**src/rtl/beta_scheduler.sv**
```systemverilog
// Beta annealing ramp scheduler: steps o_beta from beta_init to beta_max, one increment per dwell period.
// Optional HOLD phase at beta_max is enabled by defining BETA_SCHED_HOLD_EN; `BETA sets the beta width.

`ifndef BETA
`define BETA 16
`endif

// state | meaning
// IDLE  | waiting for start; o_beta and step_cnt keep the last run's values
// RAMP  | o_beta held for one dwell period, then incremented toward beta_max
// HOLD  | o_beta parked at beta_max for HOLD_CYCLES cycles (BETA_SCHED_HOLD_EN only)
// DONE  | single-cycle completion pulse, then back to IDLE
module beta_scheduler #(
  parameter int DWELL_W     = 16,
  parameter int STEP_W      = 12,
  parameter int HOLD_CYCLES = 8
) (
  input  logic                      clk_mac,
  input  logic                      reset_n,
  input  logic                      start,
  input  logic                      abort,
  input  logic signed [`BETA-1:0]   beta_init,
  input  logic signed [`BETA-1:0]   beta_step,
  input  logic signed [`BETA-1:0]   beta_max,
  input  logic        [DWELL_W-1:0] dwell,
  output logic signed [`BETA-1:0]   o_beta,
  output logic                      busy,
  output logic                      done,
  output logic        [STEP_W-1:0]  step_cnt
);

  localparam int BW = `BETA;

  localparam logic [1:0] ST_IDLE = 2'd0;
  localparam logic [1:0] ST_RAMP = 2'd1;
  localparam logic [1:0] ST_HOLD = 2'd2;
  localparam logic [1:0] ST_DONE = 2'd3;

  localparam logic signed [BW-1:0] BETA_MIN     = {1'b1, {(BW-1){1'b0}}};
  localparam logic signed [BW:0]   BETA_MIN_EXT = {2'b11, {(BW-1){1'b0}}};

`ifdef BETA_SCHED_HOLD_EN
  localparam logic [1:0] ST_END = ST_HOLD;
`else
  localparam logic [1:0] ST_END = ST_DONE;
`endif

  logic [1:0]          state;
  logic [DWELL_W-1:0]  dwell_cnt;
  logic [DWELL_W-1:0]  dwell_last;
  logic signed [BW:0]  sum_ext;
  logic signed [BW:0]  max_ext;
  logic                hit_max;
  logic                under_min;
  logic signed [BW-1:0] next_beta;
  logic                no_ramp;
  logic signed [BW-1:0] init_clamped;
  logic                hold_exit;

  // One extra bit keeps the sum exact so the clamp decision can never see a wrapped value.
  assign sum_ext   = {o_beta[BW-1], o_beta} + {beta_step[BW-1], beta_step};
  assign max_ext   = {beta_max[BW-1], beta_max};
  assign hit_max   = (sum_ext >= max_ext);
  assign under_min = (sum_ext < BETA_MIN_EXT);

  always_comb begin
    next_beta = sum_ext[BW-1:0];
    if (hit_max) begin
      next_beta = beta_max;
    end else if (under_min) begin
      next_beta = BETA_MIN;
    end
  end

  assign dwell_last   = (dwell == '0) ? '0 : dwell - 1'b1;
  assign no_ramp      = (beta_init >= beta_max) || beta_step[BW-1] || (beta_step == '0);
  assign init_clamped = (beta_init >= beta_max) ? beta_max : beta_init;

`ifdef BETA_SCHED_HOLD_EN
  localparam int HC_W = (HOLD_CYCLES > 1) ? $clog2(HOLD_CYCLES) : 1;
  localparam logic [HC_W-1:0] HOLD_LOAD = (HOLD_CYCLES > 0) ? HC_W'(HOLD_CYCLES - 1) : '0;

  logic [HC_W-1:0] hold_cnt;

  // Reloaded whenever outside HOLD so it is always primed on entry.
  always_ff @(posedge clk_mac or negedge reset_n) begin
    if (!reset_n) begin
      hold_cnt <= '0;
    end else if (state != ST_HOLD) begin
      hold_cnt <= HOLD_LOAD;
    end else if (hold_cnt != '0) begin
      hold_cnt <= hold_cnt - 1'b1;
    end
  end

  assign hold_exit = (hold_cnt == '0);
`else
  logic unused_hold_cfg;
  assign unused_hold_cfg = (HOLD_CYCLES != 0);
  assign hold_exit       = 1'b1;
`endif

  always_ff @(posedge clk_mac or negedge reset_n) begin
    if (!reset_n) begin
      state     <= ST_IDLE;
      o_beta    <= '0;
      step_cnt  <= '0;
      dwell_cnt <= '0;
    end else if (abort) begin
      state     <= ST_IDLE;
      dwell_cnt <= '0;
    end else begin
      case (state)
        ST_IDLE: begin
          if (start) begin
            step_cnt  <= '0;
            dwell_cnt <= '0;
            if (no_ramp) begin
              o_beta <= init_clamped;
              state  <= ST_END;
            end else begin
              o_beta <= beta_init;
              state  <= ST_RAMP;
            end
          end
        end
        ST_RAMP: begin
          // >= rather than == so a dwell shortened mid-run cannot strand the counter past its terminal count.
          if (dwell_cnt >= dwell_last) begin
            dwell_cnt <= '0;
            o_beta    <= next_beta;
            if (step_cnt != '1) begin
              step_cnt <= step_cnt + 1'b1;
            end
            if (hit_max) begin
              state <= ST_END;
            end
          end else begin
            dwell_cnt <= dwell_cnt + 1'b1;
          end
        end
        ST_HOLD: begin
          if (hold_exit) begin
            state <= ST_DONE;
          end
        end
        ST_DONE: begin
          state <= ST_IDLE;
        end
        default: begin
          state <= ST_IDLE;
        end
      endcase
    end
  end

  assign busy = (state == ST_RAMP) || (state == ST_HOLD);
  assign done = (state == ST_DONE);

endmodule

```
**config.mk**
```make
export PLATFORM = sky130hd
export DESIGN_NAME = beta_scheduler
export DESIGN_NICKNAME = d
export VERILOG_FILES = /design/src/rtl/beta_scheduler.sv
export SDC_FILE = /design/constraint.sdc
export NUM_CORES = 1
export LEC_CHECK = 0
export CORE_MARGIN = 5
export CORE_UTILIZATION = 54
export CTS_CLUSTER_SIZE = 25
export DETAILED_ROUTE_END_ITERATION = 12
export PLACE_DENSITY = 0.85
export SYNTH_ARGS = -nofsm -noshare
export SYNTH_HDL_FRONTEND = slang
export SYNTH_SLANG_ARGS = --single-unit
```
**constraint.sdc**
```tcl
create_clock -name clk_mac -period 4.41 [get_ports clk_mac]
set_input_delay 0.882 -clock clk_mac [delete_from_list [all_inputs] [get_ports clk_mac]]
set_output_delay 0.882 -clock clk_mac [all_outputs]
set_load 0.02 [all_outputs]
```
# Word level (Yosys, flattened, before mapping)
# Cells that the tools add are included.
dict set report op_classes {
  n_mux 22
  reduce_logical 12
  eq_ne 10
  addsub 4
  magnitude_cmp 4
  n_bitwise 1
}
# op count
set ops {}
lappend ops {{$mux W16} 10}
lappend ops {{$pmux W16 S2} 2}
lappend ops {{$mux W12} 3}
lappend ops {{$ge A16 B16 Y1} 2}
lappend ops {{$logic_not A16 Y1} 2}
lappend ops {{$pmux W12 S2} 1}
lappend ops {{$add A16 B16 Y17} 1}
lappend ops {{$ge A17 B16 Y1} 1}
lappend ops {{$lt A17 B16 Y1 const B} 1}
lappend ops {{$add A16 B1 Y16 const B} 1}
lappend ops {{$sub A16 B1 Y16 const B} 1}
lappend ops {{$add A12 B1 Y12 const B} 1}
lappend ops {{$ne A12 B12 Y1 const B} 1}
lappend ops {{$mux W2} 5}
lappend ops {{$ne A3 B3 Y1 const B} 3}
lappend ops {{$pmux W2 S4} 1}
lappend ops {{$ne A2 B2 Y1 const B} 3}
lappend ops {{$reduce_and A5 Y1} 1}
lappend ops {{$eq A2 B2 Y1 const B} 2}
lappend ops {{$reduce_and A4 Y1} 1}
lappend ops {{$logic_or A1 B1 Y1} 3}
lappend ops {{$reduce_and A3 Y1} 1}
lappend ops {{$reduce_bool A3 Y1} 1}
lappend ops {{$eq A2 B1 Y1 const B} 1}
lappend ops {{4 further kinds} 4}
dict set report word_totals {
  ff_bits 46
}

# Logic depth before layout (Yosys ltp)
# Gate-level depths: netlist of run 1.
dict set report depth {
  word_depth 7
  depth_mapped 17
}

# Worst setup path after synthesis of run 1
# No wires, ideal clock.
dict set report synth_path {
  path_type {in2reg}
  start {in dwell[4]}
  end {reg step_cnt[0]}
  path_buffers 2
  slack_ps 55
  arrival_ps 4231
  path_stages 15
  required_ps 4285
  setup_time_ps 125
  path_cell_list {or3_1 > nor3_1 > and3b_1 > clkbuf_1 > nand3b_1 > nor3b_1 > a21oi_1 > ha_1 > a21o_1 > a211o_1 > a2111o_1 > o21ba_2 > clkbuf_1 > o21ai_1 > mux2_2}
}
dict set report synth_via {
  elab_chain_len 5
  elab_cells_between_ends 6
  classes_between {1 x add/sub; 1 x order compare; 1 x eq/ne; 1 x mux; 2 x reduce/logical}
}
# element line_no
set synth_lines {}
lappend synth_lines {{start: declaration} 25} ;# input logic [DWELL_W-1:0] dwell,
lappend synth_lines {{$sub A16 B1 Y16 or $logic_not A16 Y1 (tied branches)} 75} ;# assign dwell_last = (dwell == '0) ? '0 : dwell - 1'b1;
lappend synth_lines {{$mux W16 (*)} 75}
lappend synth_lines {{$ge A16 B16 Y1 (*)} 129} ;# if (dwell_cnt >= dwell_last) begin
lappend synth_lines {{$ne A2 B2 Y1 (no line) (*)} n/a}
lappend synth_lines {{$reduce_and A5 Y1 (no line) (*)} n/a}
lappend synth_lines {{end signal: assignment} 133} ;# step_cnt <= step_cnt + 1'b1;
lappend synth_lines {{end: declaration} 29} ;# output logic [STEP_W-1:0] step_cnt
# Mark *: on every way between the ends. The rest lies on a longest branch, timed or not.
# A chain may end at the register's enable or synchronous reset.

# Final worst setup path of run 1
dict set report layout_path {
  start {in beta_step[2]}
  end {reg o_beta[9]}
}
dict set report layout_via {
  elab_chain_len 6
  elab_cells_between_ends 11
  classes_between {1 x add/sub; 2 x order compare; 6 x mux; 2 x reduce/logical}
}
# element line_no
set layout_lines {}
lappend layout_lines {{start: declaration} 23} ;# input logic signed [`BETA-1:0] beta_step,
lappend layout_lines {{$add A16 B16 Y17} 61} ;# assign sum_ext = {o_beta[BW-1], o_beta} + {beta_step[BW-1], beta_step};
lappend layout_lines {{$lt A17 B16 Y1} 64} ;# assign under_min = (sum_ext < BETA_MIN_EXT);
lappend layout_lines {{$mux W16} 70} ;# end else if (under_min) begin
lappend layout_lines {{$mux W16} 68} ;# if (hit_max) begin
lappend layout_lines {{$mux W16} 129}
lappend layout_lines {{$pmux W16 S2 (*)} 113} ;# case (state)
lappend layout_lines {{end signal: assignment} 119} ;# o_beta <= init_clamped;
lappend layout_lines {{end signal: assignment} 122} ;# o_beta <= beta_init;
lappend layout_lines {{end signal: assignment} 131} ;# o_beta <= next_beta;
lappend layout_lines {{end: declaration} 26} ;# output logic signed [`BETA-1:0] o_beta,
# Mark *: on every way between the ends. The rest lies on a longest branch, timed or not. The select of a mux whose other input is x is not followed.

==> results of run 1 <==
[final timing paths]
kind,start,end,slack [ns]
worst min-delay path,step_cnt[6],step_cnt[6],0.57
max in group asynchronous,reset_n,state[1],2.96
worst max-delay path,beta_step[2],o_beta[9],0.02
worst max register to register,o_beta[0],o_beta[9],0.41
min in group asynchronous,reset_n,dwell_cnt[13],0.78
worst min register to register,step_cnt[6],step_cnt[6],0.57
[area by class of cell]
class | instances | area, um2
Inverter | 34 | 128
Multi-Input combinational cell | 528 | 4160
Tap cell | 133 | 166
Clock inverter | 1 | 30.0
Sequential cell | 46 | 1150
Clock buffer | 7 | 76.3
Fill cell | 622 | 2250
Timing Repair Buffer | 178 | 1630
[repair_timing]
item | in CTS | in global routing
endpoints found under the setup margin | 23 | 45
hold buffers | 0 | 0
setup buffers | 1 | 2
hold endpoints to repair | 0 | 0
resized for setup | 17 | 53
gates cloned | 1 | 0
pin swaps | 8 | 16
[sequential cells by signal (all words and copies together) (netlist names)]
signal	flops
dwell_cnt	16
o_beta	16
state	2
step_cnt	12
[cells in the mapped netlist, drive strengths merged (5+ instances only)]
cell and count:
ha 72, nor2 59, nand2 58, a21oi 52, dfrtp 46, inv 34, o21ai 24, nand3 21
xnor2 19, o211ai 18, xor2 17, clkbuf 14, nor3 13, a221oi 12, nand4 11, a31oi 10
and3 10, nor4 10, o31ai 9, or4 9, nand2b 8, or3 8, mux2i 7, a21o 6
and4 6, nor2b 6, or2 6, buf 5
[logic make-up (layout without fill, tap and decap cells)]
kind of cell,Yosys count,count (layout),share of synthesized area [%]
simple gates,237,237,23.3
xor+xnor,36,36,6.03
buf+inv,53,220,5.10
compound gates,172,172,24.0
mux,10,10,1.99
flops,46,46,22.0
fa+ha+maj,73,73,17.6
[through the flow]
stage | total power, mW | TNS (ns) | instance area (um2)
CTS | 3.93 | 0 | 7040
detailed placement | 3.44 | -14.93 | 6810
global placement | 3.34 | -10.03 | 6810
finish | 4.26 | 0 | 7350
global route | 4.56 | -2.00 | 7350
floorplan | 2.37 | 0 | 5230
[routing by layer]
| layer | share of wire, % | track usage [%] | wire length (um) |
|---|---|---|---|
| met3 | 6.1 | 3.22 | 1030 |
| met5 | 0 | 0 | 0 |
| met1 | 38 | 31.3 | 6390 |
| met4 | 3.9 | 9.74 | 661 |
| met2 | 52 | 51.0 | 8890 |
[worst max-delay path: cells and delay by family]
family          cells  cell delay [ns]
compound gates      9             2.09
buf+inv             2             0.75
simple gates        3             0.36
fa+ha+maj           2             0.50
[power breakdown]
part | leakage [nW] | switching (mW) | internal, mW
clock | 0.0524 | 0.151 | 0.170
sequential | 0.596 | 0.115 | 0.521
combinational | 2.61 | 1.77 | 1.54
total | 3.26 | 2.03 | 2.23
==> qor.csv, run 1 <==
metric,value,unit
outcome,"complete, no violations",
hold_viol_final,0,
final.setup.worst_slack,0.0212,ns
holdWs,0.569,ns
p_per_area,580,nW/um2
finalSetupViolCount,0,
routedWlPerCell,18.3,um
root_buffer,clkbuf_8,
fmax,228,MHz
grt_max_degree,47,
die_w,108,um
cts_tree,done,
crit_path_max_incr_delay,0.53,ns
synthesis.area,5230,um2
yosysTopAreaCellShare,22.0,%
area_growth,40.5,%
hold_path_class,flip-flop to flip-flop,
io_buffers,97,
maxCapViolCount,0,
path_cells,clkdlybuf4s50_1 -> ha_4 -> nand2b_4 -> a21oi_4 -> o311a_4 -> o311a_4 -> o311ai_4 -> ha_4 -> nand3_1 -> nand4b_1 -> a21oi_2 -> o211a_1 -> o211ai_1 -> buf_4 -> a221oi_2 -> a21oi_1,
globalplace.congestion,0.952,
cp_slowest_cell,clkdlybuf4s50_1,
startpoint_type,input port,
final_max_slew_viol_count,0,
reg2reg_depth,17,
dp_hpwl,12.6,mm
fin_util,76.6,%
end_kind,flip-flop,
path_class,input port to flip-flop,
final_common_cell,clkdlybuf4s50_1,
fin_crit,4.39,ns
cts_buffers,5,
avgSynthCellArea,8.34,um2
synth_area_leader_cell,dfrtp_1,
path_clk_slew,0.09,ns
stdcell_count,927,
grt_usage,27.1,%
tightest_slew,1.09,ns
first_pass_iters,5,
antenna_found_initial,0,
core-area,9590,um2
initial_core_util,54.5,%
yosys_warnings,0,
dp.cells,915,
dr.first_iter.drc_count,277,
drive_gt1_share,21.5,%
wl,17.0,mm
grt_pass1_wl,26.1,mm
antenna_left,0,
slew_headroom,27.1,%
dieArea,11800,um2
synth-edff-count,0,
hold_depth,2,
power.leakage,3.26,nW
fp.dieH,108,um
async_flop_share,100,%
irDropWorstVdd,0.289,mV
syn_inst,627,
cts_sinks,46,
synth_fp_nets,768,
nets,934,
grt.overflow.total,0,
crit_required,4.59,ns
num_vias,5713,
diodes,0,
layout_common_cells,"clkdlybuf4s50_1, buf_4, ha_1",
route.detailed.drc,0,
cts.path.max_buffers,2,
grt_pass1_vias,5715,
worstPathMaxFanout,6,
synth-seq-cells,46,
viasPerCell,6.16,
period_share,99.5,%
synth_ff_type,dfrtp_1,
yosys-top-cells-area,"dfrtp_1, ha_1, a21oi_1",
arrival,4.57,ns
io_pins,98,
rows,36,
finClkSkew,0.00832,ns
clkLatencyLatePin,0.31,ns
synth_cell_type_count,76,
htree_levels,2,
place_ws,-0.566,ns
ys_seq_area_share,22.0,%
(Power assumes the default switching activity.)
==> inputs of run 2 (changes only) <==
--- a/config.mk
+++ b/config.mk
@@ -9,6 +9,7 @@
 export CORE_UTILIZATION = 54
 export CTS_CLUSTER_SIZE = 25
 export DETAILED_ROUTE_END_ITERATION = 12
+export MAX_ROUTING_LAYER = met4
 export PLACE_DENSITY = 0.85
 export SYNTH_ARGS = -nofsm -noshare
 export SYNTH_HDL_FRONTEND = slang
==> run 2 against run 1 <==
Against the previous run:
- critical path depth stayed put
- global-route usage is 0.28 points higher
- setup slack worse by 0.020 ns
- hold slack worse by 0.0034 ns
- largest power group unchanged
- total power is 0.93% higher
- die area stayed put
- via count is 0.33% lower
- sequential power hardly changed
- utilization is 0.37 points lower
- cell area is 0.48% lower
==> qor.csv, run 2 (synthesis gave the netlist of run 1 again) <==
metric,value,unit
worstPathMaxFanout,15,
first_pass_iters,5,
io_buffers,97,
rsz0062_at_grt,yes,
diodes,0,
fmax,227,MHz
finClkSkew,0.0110,ns
irDropWorstVdd,0.301,mV
final.setup.worst_slack,0.00137,ns
power_frac_seq,14.7,%
maxCapViolCount,0,
rows,36,
crit_path_max_incr_delay,0.56,ns
hold_path_class,flip-flop to flip-flop,
drive_gt1_share,21.7,%
cts_sinks,46,
end_kind,flip-flop,
io_pins,98,
grt_pass1_wl,25.7,mm
finalSetupViolCount,0,
intPower,2.24,mW
initial_core_util,54.5,%
path_class,input port to flip-flop,
dp_hpwl,12.6,mm
grt_pass1_vias,5539,
area_growth,39.9,%
layout_common_cells,"clkdlybuf4s50_1, buf_4, ha_1",
dp.cells,917,
htree_levels,2,
regArea,1150,um2
core-area,9590,um2
cts_tree,done,
cp_slowest_cell,clkdlybuf4s50_1,
p_per_area,588,nW/um2
fin_crit,4.41,ns
holdBufCountCts,0,
dr.first_iter.drc_count,281,
root_buffer,clkbuf_8,
finalPower,4.30,mW
swShare,48.0,%
reg_top3,"dwell_cnt x16, o_beta x16, step_cnt x12",
final_common_cell,clkdlybuf4s50_1,
outcome,"complete, no violations",
grt_usage,27.4,%
cts_buffers,5,
path_clk_slew,0.10,ns
arrival,4.62,ns
pwr-share-clk,7.5,%
hold_viol_final,0,
antenna_found_initial,0,
path_cells,clkdlybuf4s50_1 -> ha_4 -> o211ai_2 -> a21oi_4 -> o311a_4 -> o311a_4 -> o311ai_4 -> ha_4 -> nand3_2 -> nand4b_1 -> a21oi_2 -> o21ai_1 -> nor2_2 -> buf_12 -> o211ai_1 -> a31oi_1,
cts.path.max_buffers,2,
design_area,7310,um2
power.leakage,3.23,nW
crit_required,4.62,ns
combPwrFrac,77.7,%
post_dp_cell_area,6830,um2
fillers,699,
nets,937,
power.switching,2.06,mW
die_w,108,um
dieArea,11800,um2
grt.overflow.total,0,
multiInputGateArea,4150,um2
place_ws,-0.647,ns
final_max_slew_viol_count,0,
wl,16.9,mm
tightest_slew,1.10,ns
slew_headroom,26.9,%
worst-path-buf-inv,2,
routedWlPerCell,18.1,um
viasPerCell,6.12,
cp_top_family,compound AO/OA/AOI/OAI gates,
antenna_left,0,
period_share,100,%
num_vias,5694,
globalplace.congestion,0.966,
route.detailed.drc,0,
grt_max_degree,47,
fp.dieH,108,um
startpoint_type,input port,
stdcell_count,930,
clkLatencyLatePin,0.31,ns
run 2: cell types whose count changed in the layout (fill, tap and decap cells not counted), sizes merged:
cell	before	now
o21bai	3	4
bufbuf	1	0
clkdlybuf4s50	92	95
dlymetal6s2s	4	1
buf	81	84
run 2: layout make-up:
cell class	instances	area share (%)
well taps	133	2.28
clock buffers	7	1.04
multi-input cells	529	56.7
inverters	34	1.75
flip-flops and latches	46	15.7
clock inverters	1	0.411
repair buffers	180	22.0
run 2: path summary, 6_finish.rpt:
kind                                from             to  slack, ns  cells after the start
max reg2reg                    o_beta[0]      o_beta[4]       0.55                     17
min reg2reg                dwell_cnt[15]  dwell_cnt[15]       0.57                      2
max in group asynchronous        reset_n   dwell_cnt[2]       2.96                      1
max                         beta_step[3]      o_beta[4]      0.001                     16
min                        dwell_cnt[15]  dwell_cnt[15]       0.57                      2
min in group asynchronous        reset_n  dwell_cnt[14]       0.78                      1
run 2: metrics by stage:
stage / utilization [%] / hold slack [ns] / TNS, ns
2_1_floorplan: - / 0.511 / 0
3_3_place_gp: 71.2 / 0.543 / -10.18
3_5_place_dp: 71.2 / 0.547 / -15.62
4_1_cts: 73.1 / 0.571 / 0
5_1_grt: 76.2 / 0.615 / -1.12
6_report: 76.2 / 0.566 / 0
run 2: per-layer routing:
layer  track usage, %  share of wire (%)  wire, um  up-vias
met1             31.7                 40      6800     2745
met5                -                  0         0        -
met2             50.0                 53      8910      213
met4             7.21                2.3       391        0
li1                 -                  -         -     2696
met3             3.04                4.6       774       40
run 2: timing repair:
item	in CTS	in global routing
setup endpoints to repair	24	41
setup buffers	0	4
cloned	0	1
resized for setup	17	45
pin swaps	7	27
run 2: power by group through the flow:
stage	clock network (mW)	logic (mW)	registers, mW
6_report	0.324	3.34	0.634
5_1_grt	0.349	3.59	0.645
4_1_cts	0.325	2.98	0.619
3_5_place_dp	0	2.85	0.628
3_3_place_gp	0	2.74	0.620
2_1_floorplan	0	1.67	0.703
run 2: worst reg2reg max path, delay by kind of cell (launching register included):
kind	cells	cell delay [ns]
adder cells (fa/ha/maj)	3	0.67
buffers and inverters	2	0.24
AND/OR/NAND/NOR	4	0.59
flip-flops	1	0.44
AO/OA/AOI/OAI	8	1.83
==> inputs of run 3 (changes only) <==
--- a/config.mk
+++ b/config.mk
@@ -5,6 +5,7 @@
 export SDC_FILE = /design/constraint.sdc
 export NUM_CORES = 1
 export LEC_CHECK = 0
+export CAP_MARGIN = 15
 export CORE_MARGIN = 5
 export CORE_UTILIZATION = 54
 export CTS_CLUSTER_SIZE = 25
==> run 3 against run 2 <==
Against the previous run:
- critical path type unchanged
- combinational power hardly changed
- clock skew is 0.0016 ns lower
- maximum frequency is 0.21% higher
- final cell count is 0.11% higher
- hold slack worse by 0.15 ns
==> qor.csv, run 3 (synthesis gave the netlist of run 1 again) <==
metric,value,unit
outcome,"complete, no violations",
hold_viol_final,0,
layout_common_cells,"clkdlybuf4s50_1, buf_4, ha_1",
rows,36,
fp.dieH,108,um
fin_util,76.4,%
post_dp_cell_area,6830,um2
reg_top3,"dwell_cnt x16, o_beta x16, step_cnt x12",
path_cells,clkdlybuf4s50_1 -> ha_4 -> o211ai_2 -> a21oi_4 -> o311a_4 -> or4b_2 -> nand3_2 -> ha_4 -> nand3_1 -> nand2_1 -> a21oi_2 -> o21ai_1 -> nor2_2 -> buf_12 -> o211ai_1 -> a31oi_1,
cts_sinks,46,
maxCapViolCount,0,
grt_pass1_wl,25.7,mm
hold_path_class,input port to asynchronous set/reset pin,
io_pins,98,
cp_top_family,compound AO/OA/AOI/OAI gates,
end_kind,flip-flop,
io_buffers,97,
root_buffer,clkbuf_8,
htree_levels,2,
dp_hpwl,12.6,mm
die_w,108,um
crit_required,4.62,ns
globalplace.congestion,0.966,
finalSetupViolCount,0,
p_per_area,587,nW/um2
power.leakage,3.24,nW
cts_tree,done,
dr.first_iter.drc_count,303,
core-area,9590,um2
antenna_left,0,
final_common_cell,clkdlybuf4s50_1,
rsz0062_at_grt,yes,
path_common_cell,ha_4,
initial_core_util,54.5,%
design_area,7330,um2
num_vias,5731,
drive_gt1_share,21.8,%
fin_crit,4.40,ns
period_share,99.8,%
fmax,227,MHz
diodes,0,
path_class,input port to flip-flop,
viasPerCell,6.16,
tightest_slew,0.887,ns
grt_pass1_vias,5539,
place_ws,-0.647,ns
wl,16.9,mm
grt.overflow.total,0,
finalPower,4.30,mW
irDropWorstVdd,0.301,mV
arrival,4.61,ns
holdWs,0.413,ns
routedWlPerCell,18.1,um
first_pass_iters,5,
finClkSkew,0.00940,ns
startpoint_type,input port,
area_growth,40.2,%
crit_path_max_incr_delay,0.63,ns
dieArea,11800,um2
nets,938,
worst-path-buf-inv,2,
holdBufCountCts,0,
cp_slowest_cell,or4b_2,
cts_buffers,5,
slew_headroom,40.4,%
cts.path.max_buffers,2,
final.setup.worst_slack,0.0104,ns
grt_usage,27.4,%
grt_max_degree,47,
worstPathMaxFanout,15,
antenna_found_initial,0,
route.detailed.drc,0,
path_clk_slew,0.09,ns
final_max_slew_viol_count,0,
clkLatencyLatePin,0.30,ns
## run 3: cell types whose count changed in the layout (fill, tap and decap cells not counted), sizes merged
cell,before,now
buf,84,85
## run 3: what timing repair did
action | CTS | global route
gates cloned | 0 | 1
buffers inserted | 0 | 4
endpoints found under the setup margin | 24 | 41
resized for setup | 17 | 45
hold endpoints to repair | 0 | 0
pin swaps | 7 | 27
## run 3: per-layer routing
| metal | track usage [%] | wire length [um] | up-vias | share of wire [%] |
|---|---|---|---|---|
| met5 | - | 0 | - | 0 |
| met4 | 7.21 | 460 | 0 | 2.7 |
| met3 | 3.04 | 859 | 41 | 5.1 |
| met1 | 31.7 | 6680 | 2756 | 40 |
| met2 | 50.0 | 8890 | 231 | 53 |
| li1 | - | - | 2703 | - |
## run 3: stage by stage
stage | instances | TNS [ns]
2_1_floorplan | 627 | 0
3_3_place_gp | 917 | -10.18
3_5_place_dp | 917 | -15.62
4_1_cts | 925 | 0
5_1_grt | 931 | -1.12
6_report | 931 | 0
## run 3: worst paths after layout
kind	start	end	slack, ns	depth (start not counted)
worst max-delay path	beta_step[3]	o_beta[4]	0.01	16
worst min-delay path	reset_n	dwell_cnt[14]	0.41	1
worst max register to register	o_beta[0]	o_beta[4]	0.56	17
worst min register to register	dwell_cnt[15]	dwell_cnt[15]	0.57	2
max in group asynchronous	reset_n	step_cnt[3]	3.53	2
min in group clk_mac	dwell_cnt[15]	dwell_cnt[15]	0.57	2
## run 3: worst reg2reg max path, stage by stage (launching register included)
cell and delay (ns):
dfrtp_1 0.43, ha_2 0.20, inv_2 0.06, fa_2 0.20
nand2b_4 0.14, a21oi_4 0.06, o311a_4 0.34, or4b_2 0.63
nand3_2 0.14, ha_4 0.22, nand3_1 0.08, nand2_1 0.08
a21oi_2 0.20, o21ai_1 0.17, nor2_2 0.25, buf_12 0.18
o211ai_1 0.11, a31oi_1 0.25
## run 3: where the power goes
group          switching [mW]  internal, mW
Combinational            1.80          1.55
Clock                   0.153         0.170
Sequential              0.113         0.521
Total                    2.06          2.24
## run 3: cell type report
class	count	area [um2]
Clock buffer	7	76.3
Timing Repair Buffer	181	1630
Sequential cell	46	1150
Tap cell	133	166
Clock inverter	1	30.0
Inverter	34	128
Fill cell	697	2260
Multi-Input combinational cell	529	4150
